===== src/rtl/chat_scroll_display_pkg.sv =====
`default_nettype none
// ============================================================================
// Module      : chat_scroll_display_pkg
// Description : Shared raster geometry, ASCII bounds and render-region type
//               for the chat scroll display and its font ROM.
// Revision    : 1.0 - initial release
// ============================================================================
package chat_scroll_display_pkg;

  localparam int FONT_W   = 8;     // glyph width in pixels
  localparam int H_ACTIVE = 1024;  // visible pixels per line
  localparam int V_ACTIVE = 768;   // visible lines per frame

  localparam logic [7:0] ASCII_SPACE = 8'h20;
  localparam logic [7:0] ASCII_LAST  = 8'h7E;

  // What the S1 decoder found under the current pixel
  typedef enum logic [1:0] {
    RGN_NONE   = 2'd0,
    RGN_HEADER = 2'd1,
    RGN_ROW    = 2'd2
  } region_e;

  // Only printable, non-space codes carry ink; NUL, controls, space and
  // anything above 0x7E all render as blank cells.
  function automatic logic has_ink(input logic [7:0] code);
    return (code > ASCII_SPACE) && (code <= ASCII_LAST);
  endfunction

endpackage
`default_nettype wire


===== src/rtl/chat_scroll_display_font_rom.sv =====
`default_nettype none
// ============================================================================
// Module      : chat_font_rom
// Description : Glyph ROM, 8-bit char code + glyph row -> 8-pixel bitmap,
//               one-cycle registered read. MSB is the leftmost pixel.
// Ports       : clk     in   read clock
//               i_code  in   8-bit character code
//               i_row   in   glyph row (0 = top)
//               o_bits  out  registered bitmap for (i_code, i_row)
// Revision    : 1.0 - initial release
// ============================================================================
module chat_font_rom
  import chat_scroll_display_pkg::*;
#(
  parameter int FONT_H = 12
) (
  input  logic       clk,
  input  logic [7:0] i_code,
  input  logic [3:0] i_row,
  output logic [7:0] o_bits
);

  logic [7:0] w_bits;
  logic [7:0] r_bits;

  // Compact code-pattern glyph set: the top and bottom rows are left empty
  // as inter-line spacing; every inked row shows a solid left stroke plus
  // the low seven code bits, so each character is visually distinct.
  always_comb begin
    w_bits = 8'h00;
    if (has_ink(i_code) && (i_row != 4'd0) && (int'(i_row) < FONT_H - 1))
      w_bits = {1'b1, i_code[6:0]};
  end

  always_ff @(posedge clk) begin
    r_bits <= w_bits;
  end

  assign o_bits = r_bits;

endmodule
`default_nettype wire


===== src/rtl/chat_scroll_display.sv =====
`default_nettype none
// ============================================================================
// Module      : chat_scroll_display
// Description : NCHAN scrolling chat histories (NLINES x NCHAR chars each)
//               plus per-channel headers rendered into the 1024x768 raster.
//               Lines are pushed with a valid/ready handshake that only opens
//               during vertical blanking, so the picture never tears.
// Ports       : clock_65mhz in  pixel clock
//               reset_n     in  asynchronous active-low reset
//               hcount/vcount in current pixel position
//               headers     in  header text, channel c at [c*NCHAR*8 +: NCHAR*8]
//               line_valid/line_chan/line_data in push request
//               line_ready  out push accepted on valid & ready
//               clear       in  per-channel history clear (level)
//               count       out lines held per channel, 4 bits each
//               pixels      out RGB for (hcount,vcount), 3 cycles late
// Revision    : 1.0 - initial release
// ============================================================================
module chat_scroll_display
  import chat_scroll_display_pkg::*;
#(
  parameter int NCHAN   = 2,
  parameter int NLINES  = 5,
  parameter int NCHAR   = 16,
  parameter int X0      = 150,
  parameter int XSTEP   = 400,
  parameter int Y0      = 25,
  parameter int YSTEP   = 50,
  parameter int FONT_H  = 12,
  parameter int VACTIVE = V_ACTIVE,
  localparam int CHW    = (NCHAN > 1) ? $clog2(NCHAN) : 1
) (
  input  logic                     clock_65mhz,
  input  logic                     reset_n,
  input  logic [10:0]              hcount,
  input  logic [9:0]               vcount,
  input  logic [NCHAN*NCHAR*8-1:0] headers,
  input  logic                     line_valid,
  input  logic [CHW-1:0]           line_chan,
  input  logic [NCHAR*8-1:0]       line_data,
  output logic                     line_ready,
  input  logic [NCHAN-1:0]         clear,
  output logic [NCHAN*4-1:0]       count,
  output logic [2:0]               pixels
);

  localparam int LW    = NCHAR * 8;
  localparam int HW    = (NLINES > 1) ? $clog2(NLINES) : 1;
  localparam int CIW   = (NCHAR > 1) ? $clog2(NCHAR) : 1;
  localparam int DEPTH = NCHAN * NLINES;
  localparam int AW    = (DEPTH > 1) ? $clog2(DEPTH) : 1;
  localparam int HIW   = $clog2(NCHAN * LW);
  localparam int LIW   = $clog2(LW);

  // ---------------------------------------------------------------- history
  logic [LW-1:0] r_store [DEPTH];
  logic [HW-1:0] r_head  [NCHAN];
  logic [3:0]    r_count [NCHAN];
  logic          r_ready;
  logic          w_push;
  logic          w_wr_en;
  logic [AW-1:0] w_wr_addr;

  assign w_push    = line_valid & r_ready;
  // A clear landing on the same edge wins; the line is simply not stored.
  assign w_wr_en   = w_push & ~clear[line_chan];
  assign w_wr_addr = AW'(int'(line_chan) * NLINES + int'(r_head[line_chan]));
  assign line_ready = r_ready;

  always_ff @(posedge clock_65mhz or negedge reset_n) begin
    if (!reset_n) begin
      r_ready <= 1'b0;
    end else begin
      r_ready <= (int'(vcount) >= VACTIVE) && !clear[line_chan] &&
                 (int'(line_chan) < NCHAN);
    end
  end

  always_ff @(posedge clock_65mhz or negedge reset_n) begin
    if (!reset_n) begin
      for (int c = 0; c < NCHAN; c++) begin
        r_head[c]  <= '0;
        r_count[c] <= '0;
      end
    end else begin
      for (int c = 0; c < NCHAN; c++) begin
        if (clear[c]) begin
          r_head[c]  <= '0;
          r_count[c] <= '0;
        end else if (w_push && (int'(line_chan) == c)) begin
          r_head[c] <= (int'(r_head[c]) == NLINES - 1) ? '0 : r_head[c] + 1'b1;
          // Once full the write overwrites the oldest slot, scrolling the column
          if (int'(r_count[c]) < NLINES)
            r_count[c] <= r_count[c] + 4'd1;
        end
      end
    end
  end

  // Contents are don't-care after reset, so the store carries no reset
  always_ff @(posedge clock_65mhz) begin
    if (w_wr_en)
      r_store[w_wr_addr] <= line_data;
  end

  for (genvar c = 0; c < NCHAN; c++) begin : g_count
    assign count[c*4 +: 4] = r_count[c];
  end

  // ------------------------------------------------------- S1: region decode
  region_e        w_s1_rgn;
  logic [CHW-1:0] w_s1_col;
  logic [HW-1:0]  w_s1_row;
  logic [CIW-1:0] w_s1_cidx;
  logic [2:0]     w_s1_bit;
  logic [3:0]     w_s1_grow;
  logic           w_xhit;
  logic           w_yhdr;
  logic           w_yrow;

  always_comb begin
    int xoff;
    int yoff;
    xoff      = 0;
    yoff      = 0;
    w_xhit    = 1'b0;
    w_yhdr    = 1'b0;
    w_yrow    = 1'b0;
    w_s1_col  = '0;
    w_s1_row  = '0;
    w_s1_rgn  = RGN_NONE;
    for (int c = 0; c < NCHAN; c++) begin
      // Full-width compares: a column running past the right edge is clipped
      if ((int'(hcount) >= X0 + c*XSTEP) &&
          (int'(hcount) <  X0 + c*XSTEP + NCHAR*FONT_W) &&
          (int'(hcount) <  H_ACTIVE)) begin
        w_xhit   = 1'b1;
        w_s1_col = CHW'(c);
        xoff     = int'(hcount) - (X0 + c*XSTEP);
      end
    end
    if (int'(vcount) < VACTIVE) begin
      if ((int'(vcount) >= Y0) && (int'(vcount) < Y0 + FONT_H)) begin
        w_yhdr = 1'b1;
        yoff   = int'(vcount) - Y0;
      end
      for (int r = 0; r < NLINES; r++) begin
        if ((int'(vcount) >= Y0 + (r+1)*YSTEP) &&
            (int'(vcount) <  Y0 + (r+1)*YSTEP + FONT_H)) begin
          w_yrow   = 1'b1;
          w_s1_row = HW'(r);
          yoff     = int'(vcount) - (Y0 + (r+1)*YSTEP);
        end
      end
    end
    if (w_xhit && w_yhdr)
      w_s1_rgn = RGN_HEADER;
    else if (w_xhit && w_yrow)
      w_s1_rgn = RGN_ROW;
    w_s1_cidx = CIW'(xoff / FONT_W);
    w_s1_bit  = 3'(xoff % FONT_W);
    w_s1_grow = 4'(yoff);
  end

  region_e        r_s1_rgn;
  logic [CHW-1:0] r_s1_col;
  logic [HW-1:0]  r_s1_row;
  logic [CIW-1:0] r_s1_cidx;
  logic [2:0]     r_s1_bit;
  logic [3:0]     r_s1_grow;

  // -------------------------------------------------------- S2: char fetch
  logic [7:0] w_s2_code;

  always_comb begin
    logic [LW-1:0] line;
    int            slot;
    line = '0;
    slot = 0;
    if (r_s1_rgn == RGN_HEADER) begin
      line = headers[HIW'(int'(r_s1_col) * LW) +: LW];
    end else if ((r_s1_rgn == RGN_ROW) &&
                 (int'(r_s1_row) < int'(r_count[r_s1_col]))) begin
      // Oldest held line sits at head - count; NLINES keeps the sum positive
      slot = (int'(r_head[r_s1_col]) + NLINES - int'(r_count[r_s1_col]) +
              int'(r_s1_row)) % NLINES;
      line = r_store[AW'(int'(r_s1_col) * NLINES + slot)];
    end
    w_s2_code = line[LIW'((NCHAR - 1 - int'(r_s1_cidx)) * FONT_W) +: FONT_W];
  end

  logic [7:0] r_s2_code;
  logic [3:0] r_s2_grow;
  logic [2:0] r_s2_bit;
  logic       r_s2_en;

  // ------------------------------------------------- S3: font + bit select
  logic [7:0] w_glyph;
  logic [2:0] r_s3_bit;
  logic       r_s3_en;

  chat_font_rom #(
    .FONT_H (FONT_H)
  ) u_font_rom (
    .clk    (clock_65mhz),
    .i_code (r_s2_code),
    .i_row  (r_s2_grow),
    .o_bits (w_glyph)
  );

  always_ff @(posedge clock_65mhz or negedge reset_n) begin
    if (!reset_n) begin
      r_s1_rgn  <= RGN_NONE;
      r_s1_col  <= '0;
      r_s1_row  <= '0;
      r_s1_cidx <= '0;
      r_s1_bit  <= '0;
      r_s1_grow <= '0;
      r_s2_code <= '0;
      r_s2_grow <= '0;
      r_s2_bit  <= '0;
      r_s2_en   <= 1'b0;
      r_s3_bit  <= '0;
      r_s3_en   <= 1'b0;
    end else begin
      r_s1_rgn  <= w_s1_rgn;
      r_s1_col  <= w_s1_col;
      r_s1_row  <= w_s1_row;
      r_s1_cidx <= w_s1_cidx;
      r_s1_bit  <= w_s1_bit;
      r_s1_grow <= w_s1_grow;
      r_s2_code <= w_s2_code;
      r_s2_grow <= r_s1_grow;
      r_s2_bit  <= r_s1_bit;
      r_s2_en   <= (r_s1_rgn != RGN_NONE);
      r_s3_bit  <= r_s2_bit;
      r_s3_en   <= r_s2_en;
    end
  end

  // Gating with the reset-cleared enable blanks the output the instant
  // reset asserts, even though the ROM register itself is not reset.
  assign pixels = {3{r_s3_en & w_glyph[~r_s3_bit]}};

endmodule
`default_nettype wire


===== config.mk =====
export PLATFORM = sky130hd
export DESIGN_NAME = chat_scroll_display
export DESIGN_NICKNAME = d
export VERILOG_FILES = /design/src/rtl/chat_scroll_display_pkg.sv /design/src/rtl/chat_scroll_display_font_rom.sv /design/src/rtl/chat_scroll_display.sv
export SDC_FILE = /design/constraint.sdc
export NUM_CORES = 1
export LEC_CHECK = 0
export CAP_MARGIN = 10
export CORE_MARGIN = 2
export CORE_UTILIZATION = 35
export DETAILED_ROUTE_END_ITERATION = 8
export GPL_ROUTABILITY_DRIVEN = 0
export PLACE_DENSITY_LB_ADDON = 0.12
export SLEW_MARGIN = 20
export SYNTH_ARGS = -nofsm -noshare
export SYNTH_HDL_FRONTEND = slang
export SYNTH_SLANG_ARGS = --single-unit

===== constraint.sdc =====
create_clock -name clock_65mhz -period 13.38 [get_ports clock_65mhz]
set_input_delay 2.676 -clock clock_65mhz [delete_from_list [all_inputs] [get_ports clock_65mhz]]
set_output_delay 2.676 -clock clock_65mhz [all_outputs]
set_load 0.1 [all_outputs]

## Word-level counts from Yosys, hierarchy flattened

Memories as Yosys holds them, arrays and structs flattened.
Index checks and enable logic that the tools add are counted.

| storage, ports and cells | value |
|---|---|
| bits in registers | 60 |
| RAM bits | 1280 |
| bits of input ports | 411 |
| output and inout port bits | 12 |
| logic and storage cells | 172 |
| memories | 1 |

Memory list:

| name | depth | width | read ports | clocked after memory_dff | wr ports | line | text |
|---|---|---|---|---|---|---|---|
| r_store | 10 | 128 | 1 | 0 | 1 | chat_scroll_display.sv:56 | `logic [LW-1:0] r_store [DEPTH];` |

| cells by class | value |
|---|---|
| add/sub/neg operators | 19 |
| multipliers | 2 |
| div/mod/pow operators | 1 |
| magnitude comparators | 29 |
| eq/ne operators | 4 |
| shifts and indexed selects | 2 |
| multiplexer cells | 57 |
| bitwise operators | 9 |
| reductions and logical operators | 29 |

Operator list:

| kind | number |
|---|---|
| $mux 128 | 2 |
| $shiftx 256x8->128 | 1 |
| $shiftx 128x7->8 | 1 |
| $mux 32 | 2 |
| $mux 4 | 16 |
| $mux 3 | 16 |
| $mod 32x4->32 const B | 1 |
| $lt 10x8->1 const B | 3 |
| $ge 10x7->1 const B | 2 |
| $ge 10x8->1 const B | 2 |
| $logic_and 1x1->1 | 19 |
| $mux 1 | 17 |
| $sub 4x4->4 const B | 4 |
| $sub 11x10->12 const B | 1 |
| $sub 11x8->12 const B | 1 |
| $ge 11x10->1 const B | 1 |
| $ge 11x8->1 const B | 1 |
| $lt 11x10->1 const B | 1 |
| $lt 11x11->1 const B | 1 |
| $lt 11x9->1 const B | 1 |
| $ge 10x10->1 const B | 1 |
| $ge 10x5->1 const B | 1 |
| $ge 10x9->1 const B | 1 |
| $lt 10x10->1 const B | 1 |
| other kinds (38) | 55 |

## Logic depth before layout (Yosys ltp)

Gate-level depths: netlist of run 1.
An unclocked memory read counts as a cell.

| logic depth | value |
|---|---|
| depth in word-level cells | 13 |
| mapped depth | 43 |

## Cells and area by module

A second synthesis of run 1 with hierarchy kept.

| second synthesis, totals | value |
|---|---|
| cells, all modules | 1802 |
| area, all modules | 29975.0 um^2 |

Modules (own cells, without submodules):

| module | times used | cells an instance | area an instance (um^2) | seq. area each (um^2) |
|---|---|---|---|---|
| chat_scroll_display | 1 | 1769 | 29653.4 | 20519.7 |
| chat_font_rom | 1 | 33 | 321.6 | 160.2 |

## Worst setup path after synthesis of run 1

OpenSTA, ideal clock, no wires.

| timing | value |
|---|---|
| path kind | input-to-reg |
| from | input port line_chan |
| to | memory r_store[3][0] (netlist bit), enable pin |
| library setup time | 0.644 ns |
| arrival | 9.721 ns |
| required time | 12.736 ns |
| slack | 3.015 ns |
| cell stages on the path | 6 |
| path through | clkbuf_1 -> clkbuf_1 -> o21ai_0 -> ha_1 -> nand2_1 -> nor4_1 |

| between the ends | value |
|---|---|
| longest elaborated chain between the ends | 6 |
| elaborated cells between the ends (all ways) | 12 |
| classes of those cells | add/sub (1); mul (1); mux (7); bitwise (3) |

RTL lines:

| what | line | text |
|---|---|---|
| from (decl) | chat_scroll_display.sv:39 | `input logic [CHW-1:0] line_chan,` |
| parallel branches: the longest is 6 deep, another holds $mul 1x3->4 | -- |  |
| to (decl) | chat_scroll_display.sv:56 |  |

Several ways; the timed one is not identified. The select of a mux whose other input is x is not followed.

## Final worst setup path of run 1

| timing | value |
|---|---|
| from | register r_s1_col |
| to | register r_s2_code[0] |

| between the ends | value |
|---|---|
| longest elaborated chain between the ends | 13 |
| elaborated cells between the ends (all ways) | 20 |
| classes of those cells | add/sub (4); mul (1); div (1); order compare (1); shift (2); mux (8); bitwise (1); reduce/logical (1); memory (1) |

RTL lines:

| what | line | text |
|---|---|---|
| from (decl) | chat_scroll_display.sv:166 | `logic [CHW-1:0] r_s1_col;` |
| from (signal assigned) | chat_scroll_display.sv:227 | `r_s1_col <= w_s1_col;` |
| $not 1->2 (implied by the code) | chat_scroll_display.sv:183, chat_scroll_display.sv:185 |  |
| $mux 3 (implied by the code) (3 in a row) | chat_scroll_display.sv:185 | `slot = (int'(r_head[r_s1_col]) + NLINES - int'(r_count[r_s1_col]) +` |
| $add 3x3->4 | chat_scroll_display.sv:185 |  |
| $sub 4x4->5 | chat_scroll_display.sv:185 |  |
| $add 5x4->6 | chat_scroll_display.sv:185 |  |
| $mod 32x4->32 | chat_scroll_display.sv:186 | `int'(r_s1_row)) % NLINES;` |
| $add 4x4->4 | chat_scroll_display.sv:187 | `line = r_store[AW'(int'(r_s1_col) * NLINES + slot)];` |
| $mem_v2 10x128 | -- |  |
| $mux 128 | chat_scroll_display.sv:182 | `end else if ((r_s1_rgn == RGN_ROW) &&` |
| $mux 128 * | chat_scroll_display.sv:180 | `if (r_s1_rgn == RGN_HEADER) begin` |
| $shiftx 128x7->8 * | chat_scroll_display.sv:189 | `w_s2_code = line[LIW'((NCHAR - 1 - int'(r_s1_cidx)) * FONT_W) +: FONT_W];` |
| named net w_s2_code[0] | chat_scroll_display.sv:173 | `logic [7:0] w_s2_code;` |
| to (signal assigned) | chat_scroll_display.sv:232 | `r_s2_code <= w_s2_code;` |
| to (decl) | chat_scroll_display.sv:192 | `logic [7:0] r_s2_code;` |

The timed path passes the listed nets; every way through them passes the cells marked *. The select of a mux whose other input is x is not followed.
A chain may end at the register's enable or synchronous reset.

==> results by group, run 1 <==
Yosys
  – Cell Area, Synth: 0.0296 mm²
  – XOR/XNOR share of the synthesized area: 0.621%
  – Post-Syn Nets: 2141
  – Netlist cell types: 83
  – Cells after Synth: 1692
  – Mux contribution to synthesized area: 16.3%
  – Part of the Yosys area used for sequential elements: 69.8%
  – Synthesis-stage register bit count: 700
  – EDFF count, synth: 640
  – Synth Area in Compound Gates: 5.78%
  – Top FF cell, synth: edfxtp_1
  – Fraction of registers with async set or reset after synthesis: 7.43%
  – Main combinational cell family by area after synthesis: multiplexers
  – Mean area per synthesized cell: 17.5 µm²
  – Post-Synth Adder-Cell Area: 1.66%
  – Post-synthesis simple-gate area fraction: 4.10%
  – Yosys synthesis warning count: 0

Global routing
  – Initial antenna violation count: 21
  – Grt total ovfl: 0
  – Overall routing resource usage: 17.9%
  – First-pass GRT wire length: 113000 µm
  – Vias in the first global route: 16600
  – Pin count of the biggest net entering global routing: 103

Power and ir drop
  – VDD IR max: 99.3 µV
  – Pwr per Cell Area: 142 mW/mm²
  – P_leak: 0.0114 µW

Outcome
  – Status: complete, no violations

Route
  – Vias/cell: 5.30
  – WL final: 77600 µm
  – Drc violations: 0
  – DR iter-0 viols: 1233
  – Detailed-router iteration count before antenna repair: 7
  – Detail Route Antenna Nets: 0
  – DR vias: 16300
  – WL/cell: 25.2 µm

Worst setup path
  – Slowest cell on crit path: dfrtp_1
  – Worst EP arrival: 10.79 ns
  – Critical setup path kind: register to register
  – Startpoint Class: register
  – Delay of the slowest cell on the worst path: 0.79 ns
  – Crit path top cell by count: ha_1
  – Crit. End Element: register
  – Req. time, crit path: 13.80 ns
  – CP max FO: 69

Die
  – Die ar.: 0.0870 mm²
  – Die W: 295 µm
  – Initial Util: 35.4%
  – Row count: 106
  – Core ar.: 0.0837 mm²
  – I/O pins: 423
  – Height of the chip: 295 µm

STA
  – Setup ws final: 3.01 ns
  – Max-slew violations: 0
  – Period utilisation layout: 77.5%
  – RSZ-0062 raised after global routing: no
  – Final setup violating endpoints: 0
  – Minimum clock period: 10.37 ns
  – Measured slew at the worst slew-check pin: 1.08 ns
  – Final hold viol count: 0
  – Slew headroom: 28.1%
  – Fmax: 0.0964 GHz
  – Worst clock skew: 0.0170 ns
  – Setup TNS: 0 ns

Clock tree
  – CTS resizes: 0
  – Clock slew at reported path FFs: 0.06 ns
  – Setup bufs post-CTS: 0
  – CTS max path bufs: 3
  – Num CTS Buffers: 76
  – Root Driver: clkbuf_16
  – CTS tree: yes
  – H-tree depth: 3
  – Worst-skew pair later-pin latency: 0.61 ns
  – CTS Sinks: 700
  – CTS Hold Bufs: 0

Cells and area
  – Final net count: 2328
  – Area of the multi-input gates: 0.00857 mm²
  – Reg area: 0.0207 mm²
  – Layout cells sized above 1: 16.8%
  – Fill cell count: 7498
  – Syn-to-layout area delta: 18.9%
  – Layout Utilization: 42.1%

Flow run
  – Max Cap Viol: 0

Placed design
  – Hpwl dp: 46200 µm
  – I/O Buffers: 166
  – Pre-CTS setup slack: 3.19 ns

Worst hold path
  – Hold WC Path Type: register to register
==> report_power, final <==
part / total (µW) / internal (µW) / switching (µW) / leakage, µW
logic: 528 / 246 / 283 / 0.00370
registers: 2400 / 2400 / 6.82 / 0.00653
clock network: 2060 / 1230 / 840 / 0.00121
total: 5000 / 3870 / 1130 / 0.0114
==> cell usage in the layout (no fill, tap or decap), types with 9 or more instances in the layout <==
master             n
nand2_1           83
clkbuf_1          16
mux2i_1          168
dfrtp_1           51
o22ai_1           13
nor2b_1           13
inv_1             31
nand3_1           17
mux2_2            17
mux4_2           130
nor3_1            13
o211ai_1          10
clkinv_1          18
clkbuf_16         80
ha_1              34
o21ai_0           36
edfxtp_1         640
a221oi_1          25
and2_1             9
clkinv_2          13
clkdlybuf4s50_1  165
a21oi_1           70
buf_4             27
nor2_1            58
==> cell usage after synthesis (all sizes together) (10+ instances only) <==
cell type  count  share of area (%)
o211ai        10               0.25
dfrtp         52                4.4
o21ai         37               0.63
clkbuf        66               0.84
nor2b         13               0.27
mux2i        168                5.7
ha            36                1.5
nor3          15               0.25
nand2         83                1.1
inv           31               0.39
o22ai         14               0.32
a221oi        26               0.79
nor2          65               0.82
a21oi         73                1.3
nand3         17               0.29
xnor2         10               0.38
mux4         130                9.9
edfxtp       640                 65
buf           23               0.47
mux2          20               0.76
==> metrics by stage <==
| stage | hold slack [ns] | total power, µW | instances | area, µm² |
|---|---|---|---|---|
| floorplan | 0.331 | 2780 | 1692 | 29600 |
| global placement | 0.336 | 2990 | 2935 | 32700 |
| detailed placement | 0.337 | 2990 | 2935 | 32700 |
| CTS | 0.347 | 5070 | 3074 | 35200 |
| global route | 0.351 | 5180 | 3074 | 35200 |
| finish | 0.345 | 5000 | 3076 | 35200 |
==> worst paths after layout <==
kind                        startpoint           end  slack, ns  cells past startpoint
setup / recovery              r_s1_col  r_s2_code[0]       3.01                     39
max in group asynchronous      reset_n  r_s1_cidx[0]      10.64                      2
min in group asynchronous      reset_n      count[0]       2.21                      2
setup reg to reg              r_s1_col  r_s2_code[0]       3.01                     39
hold / removal             r_s2_bit[2]   r_s3_bit[2]       0.34                      0
hold reg to reg            r_s2_bit[2]   r_s3_bit[2]       0.34                      0
==> flip-flops by register name (all words and copies together), names as in the netlist, 2 cells and up <==
signal / cells
r_s1_rgn: 2
u_font_rom.o_bits: 8
r_head: 6
r_s2_bit: 3
r_s2_code: 8
r_store: 640
r_s1_bit: 3
r_s1_row: 3
r_s1_cidx: 4
count: 8
r_s1_grow: 4
r_s3_bit: 3
r_s2_grow: 4
==> cell families after synthesis <==
group,Yosys count
XOR/XNOR,18
buffers and inverters,121
adder cells (fa/ha/maj),38
multiplexers,318
AND/OR/NAND/NOR,253
AO/OA/AOI/OAI,244
flip-flops,700
==> layout make-up <==
type	instances	area share [%]
timing repair buffer	198	5.56
clock buffer	99	5.97
clock inverter	40	1.03
inverter	32	0.341
tap	1134	4.03
sequential	700	58.7
multi-input combinational	871	24.3
antenna	2	0.0142
==> metal layers <==
layer	track usage, %	share of wire, %	vias to the layer above
li1	-	-	7230
met4	3.70	1.7	36
met3	5.78	7.6	125
met5	0	0.31	-
met2	28.0	46	457
met1	24.5	44	8462
==> worst max-delay path: cells and delay by family (launching register included) <==
| family | cells | cell delay (ns) |
|---|---|---|
| adder cells (fa/ha/maj) | 8 | 2.47 |
| multiplexers | 1 | 0.23 |
| AND/OR/NAND/NOR | 9 | 2.04 |
| buffers and inverters | 4 | 0.59 |
| AO/OA/AOI/OAI | 12 | 2.55 |
| XOR/XNOR | 5 | 1.37 |
| flip-flops | 1 | 0.79 |
No activity file was read; power rests on OpenSTA's default activity.
==> run 2, diff against run 1 <==
==> constraint.sdc (replaced) <==
create_clock -name clock_65mhz -period 10.2 [get_ports clock_65mhz]
set_input_delay 2.04 -clock clock_65mhz [delete_from_list [all_inputs] [get_ports clock_65mhz]]
set_output_delay 2.04 -clock clock_65mhz [all_outputs]
set_load 0.1 [all_outputs]
==> results by group, run 2 (synthesis gave the netlist of run 1 again) <==
Clock tree
  – Root Driver: clkbuf_16
  – CTS Sinks: 700 (unchanged)
  – Worst-skew pair later-pin latency: 0.61 ns (about the same)
  – Num CTS Buffers: 76 (unchanged)
  – CTS tree: yes
  – CTS max path bufs: 3 (unchanged)
  – H-tree depth: 3 (unchanged)
  – Clock slew at reported path FFs: 0.06 ns (about the same)

Worst hold path
  – Hold Path Depth: 0 (unchanged)
  – Hold WC Path Type: register to register

STA
  – Minimum clock period: 9.50 ns (-0.876 ns)
  – Final setup violating endpoints: 0 (unchanged)
  – Slew headroom: 32.0% (+3.9 points)
  – Worst Hold Slack: 0.340 ns (-0.00461 ns)
  – Max-slew violations: 0 (unchanged)
  – Period utilisation layout: 93.1% (+16 points)
  – RSZ-0062 raised after global routing: no
  – Setup TNS: 0 ns (unchanged)
  – Fmax: 0.105 GHz (+9.2%)
  – Setup ws final: 0.701 ns (-2.30 ns)
  – Measured slew at the worst slew-check pin: 1.02 ns (-0.0604 ns)
  – Worst clock skew: 0.0232 ns (+0.00618 ns)
  – Final hold viol count: 0 (unchanged)

Route
  – DR iter-0 viols: 1323 (+7.3%)
  – WL final: 79700 µm (+2.8%)
  – Detail Route Antenna Nets: 0 (unchanged)
  – Detailed-router iteration count before antenna repair: 5 (-2)
  – WL/cell: 25.6 µm (+1.4%)
  – Drc violations: 0 (unchanged)
  – DR vias: 16500 (+0.96%)
  – Vias/cell: 5.28 (-0.37%)

Cells and area
  – Reg area: 0.0207 mm² (about the same)
  – Post-Layout Inst Area: 0.0356 mm² (+1.0%)
  – Layout cells sized above 1: 18.3% (+1.5 points)
  – Syn-to-layout area delta: 20.1%
  – Most flop-heavy register: r_store
  – Layout Utilization: 42.5% (+0.44 points)
  – Final net count: 2372 (+1.9%)
  – Commonest non-fill, non-tap cell in the layout: edfxtp_1
  – Area of the multi-input gates: 0.00857 mm² (unchanged)
  – Max reg flops: 640 (unchanged)
  – Fill cell count: 7403 (-1.3%)
  – Most frequent cells in the layout: 640 x edfxtp_1, 168 x mux2i_1, 165 x clkdlybuf4s50_1

Die
  – I/O pins: 423 (unchanged)
  – Initial Util: 35.4% (unchanged)
  – Height of the chip: 295 µm (unchanged)
  – Row count: 106 (unchanged)
  – Core ar.: 0.0837 mm² (unchanged)
  – Die ar.: 0.0870 mm² (unchanged)
  – Die W: 295 µm (unchanged)

Worst setup path
  – Delay of the slowest cell on the worst path: 0.51 ns (-0.28 ns)
  – FF-to-FF path depth: 40 (+2.6%)
  – CP max FO: 21 (-70%)
  – Critical setup path kind: register to register
  – Slowest cell on crit path: dfrtp_2
  – Crit path top cell by count: ha_1
  – Startpoint Class: register
  – Worst EP arrival: 9.98 ns (-0.81 ns)
  – Crit. End Element: register
  – Req. time, crit path: 10.68 ns (-3.12 ns)

Power and ir drop
  – P_leak: 0.0117 µW (+1.8%)
  – Pwr per Cell Area: 185 mW/mm² (+30%)
  – VDD IR max: 135 µV (+36%)

Placed design
  – Pre-CTS setup slack: 0.257 ns (-2.93 ns)
  – Hpwl dp: 49300 µm (+6.8%)
  – I/O Buffers: 166 (unchanged)
  – Placed Area: 0.0331 mm² (+1.1%)

Flow run
  – Max Cap Viol: 0 (unchanged)

Global routing
  – Grt total ovfl: 0 (unchanged)
  – Overall routing resource usage: 18.5% (+0.65 points)
  – Pin count of the biggest net entering global routing: 65 (-37%)
  – Vias in the first global route: 16900 (+2.0%)
  – First-pass GRT wire length: 116000 µm (+3.1%)
  – Initial antenna violation count: 11 (-48%)

Outcome
  – Status: complete, no violations
## run 2: power breakdown
group	internal [µW]	switching [µW]	total, µW
Sequential	3140	7.38	3150
Combinational	358	390	748
Clock	1580	1100	2680
Total	5080	1500	6570
## run 2: per-layer routing
layer	wire length (µm)	global-route usage, %	vias up
met5	69	0	-
met4	1220	3.97	12
met3	5350	4.71	96
met2	37600	29.7	446
met1	35500	25.5	8612
li1	-	-	7301
## run 2: timing repair
item | 4_1_cts | 5_1_grt
setup buffers | 0 | 2
endpoints found under the setup margin | 0 | 8
hold buffers | 0 | 0
resized for setup | 0 | 2
## run 2: per-stage QoR
| step | power, µW | instances |
|---|---|---|
| floorplan | 3650 | 1692 |
| global placement | 3970 | 2976 |
| detailed placement | 3970 | 2976 |
| CTS | 6660 | 3110 |
| global route | 6820 | 3114 |
| finish | 6570 | 3117 |
## run 2: layout make-up
cell class                      instances  share of cell area, %
Sequential cell                       700                   58.1
Multi-Input combinational cell        871                   24.1
Timing Repair Buffer                  242                   6.67
Clock buffer                           94                   5.77
Tap cell                             1134                   3.99
Clock inverter                         40                  0.999
Inverter                               32                  0.338
Antenna cell                            4                 0.0281
## run 2: final timing paths
path,from,endpoint,slack [ns]
max in group asynchronous,reset_n,r_s1_cidx[0],8.12
worst max register to register,r_s1_col,r_s2_code[2],0.70
worst max-delay path,r_s1_col,r_s2_code[2],0.70
min in group asynchronous,reset_n,r_head[5],1.55
worst min register to register,r_s1_bit[1],r_s2_bit[1],0.34
worst min-delay path,r_s1_bit[1],r_s2_bit[1],0.34
## run 2: worst max-delay path: cells and delay by family (launching register included)
family,cells,cell delay [ns]
fa+ha+maj,8,2.54
mux,1,0.50
flops,1,0.51
buf+inv,4,0.44
simple gates,9,1.77
compound gates,14,2.59
xor+xnor,4,0.99
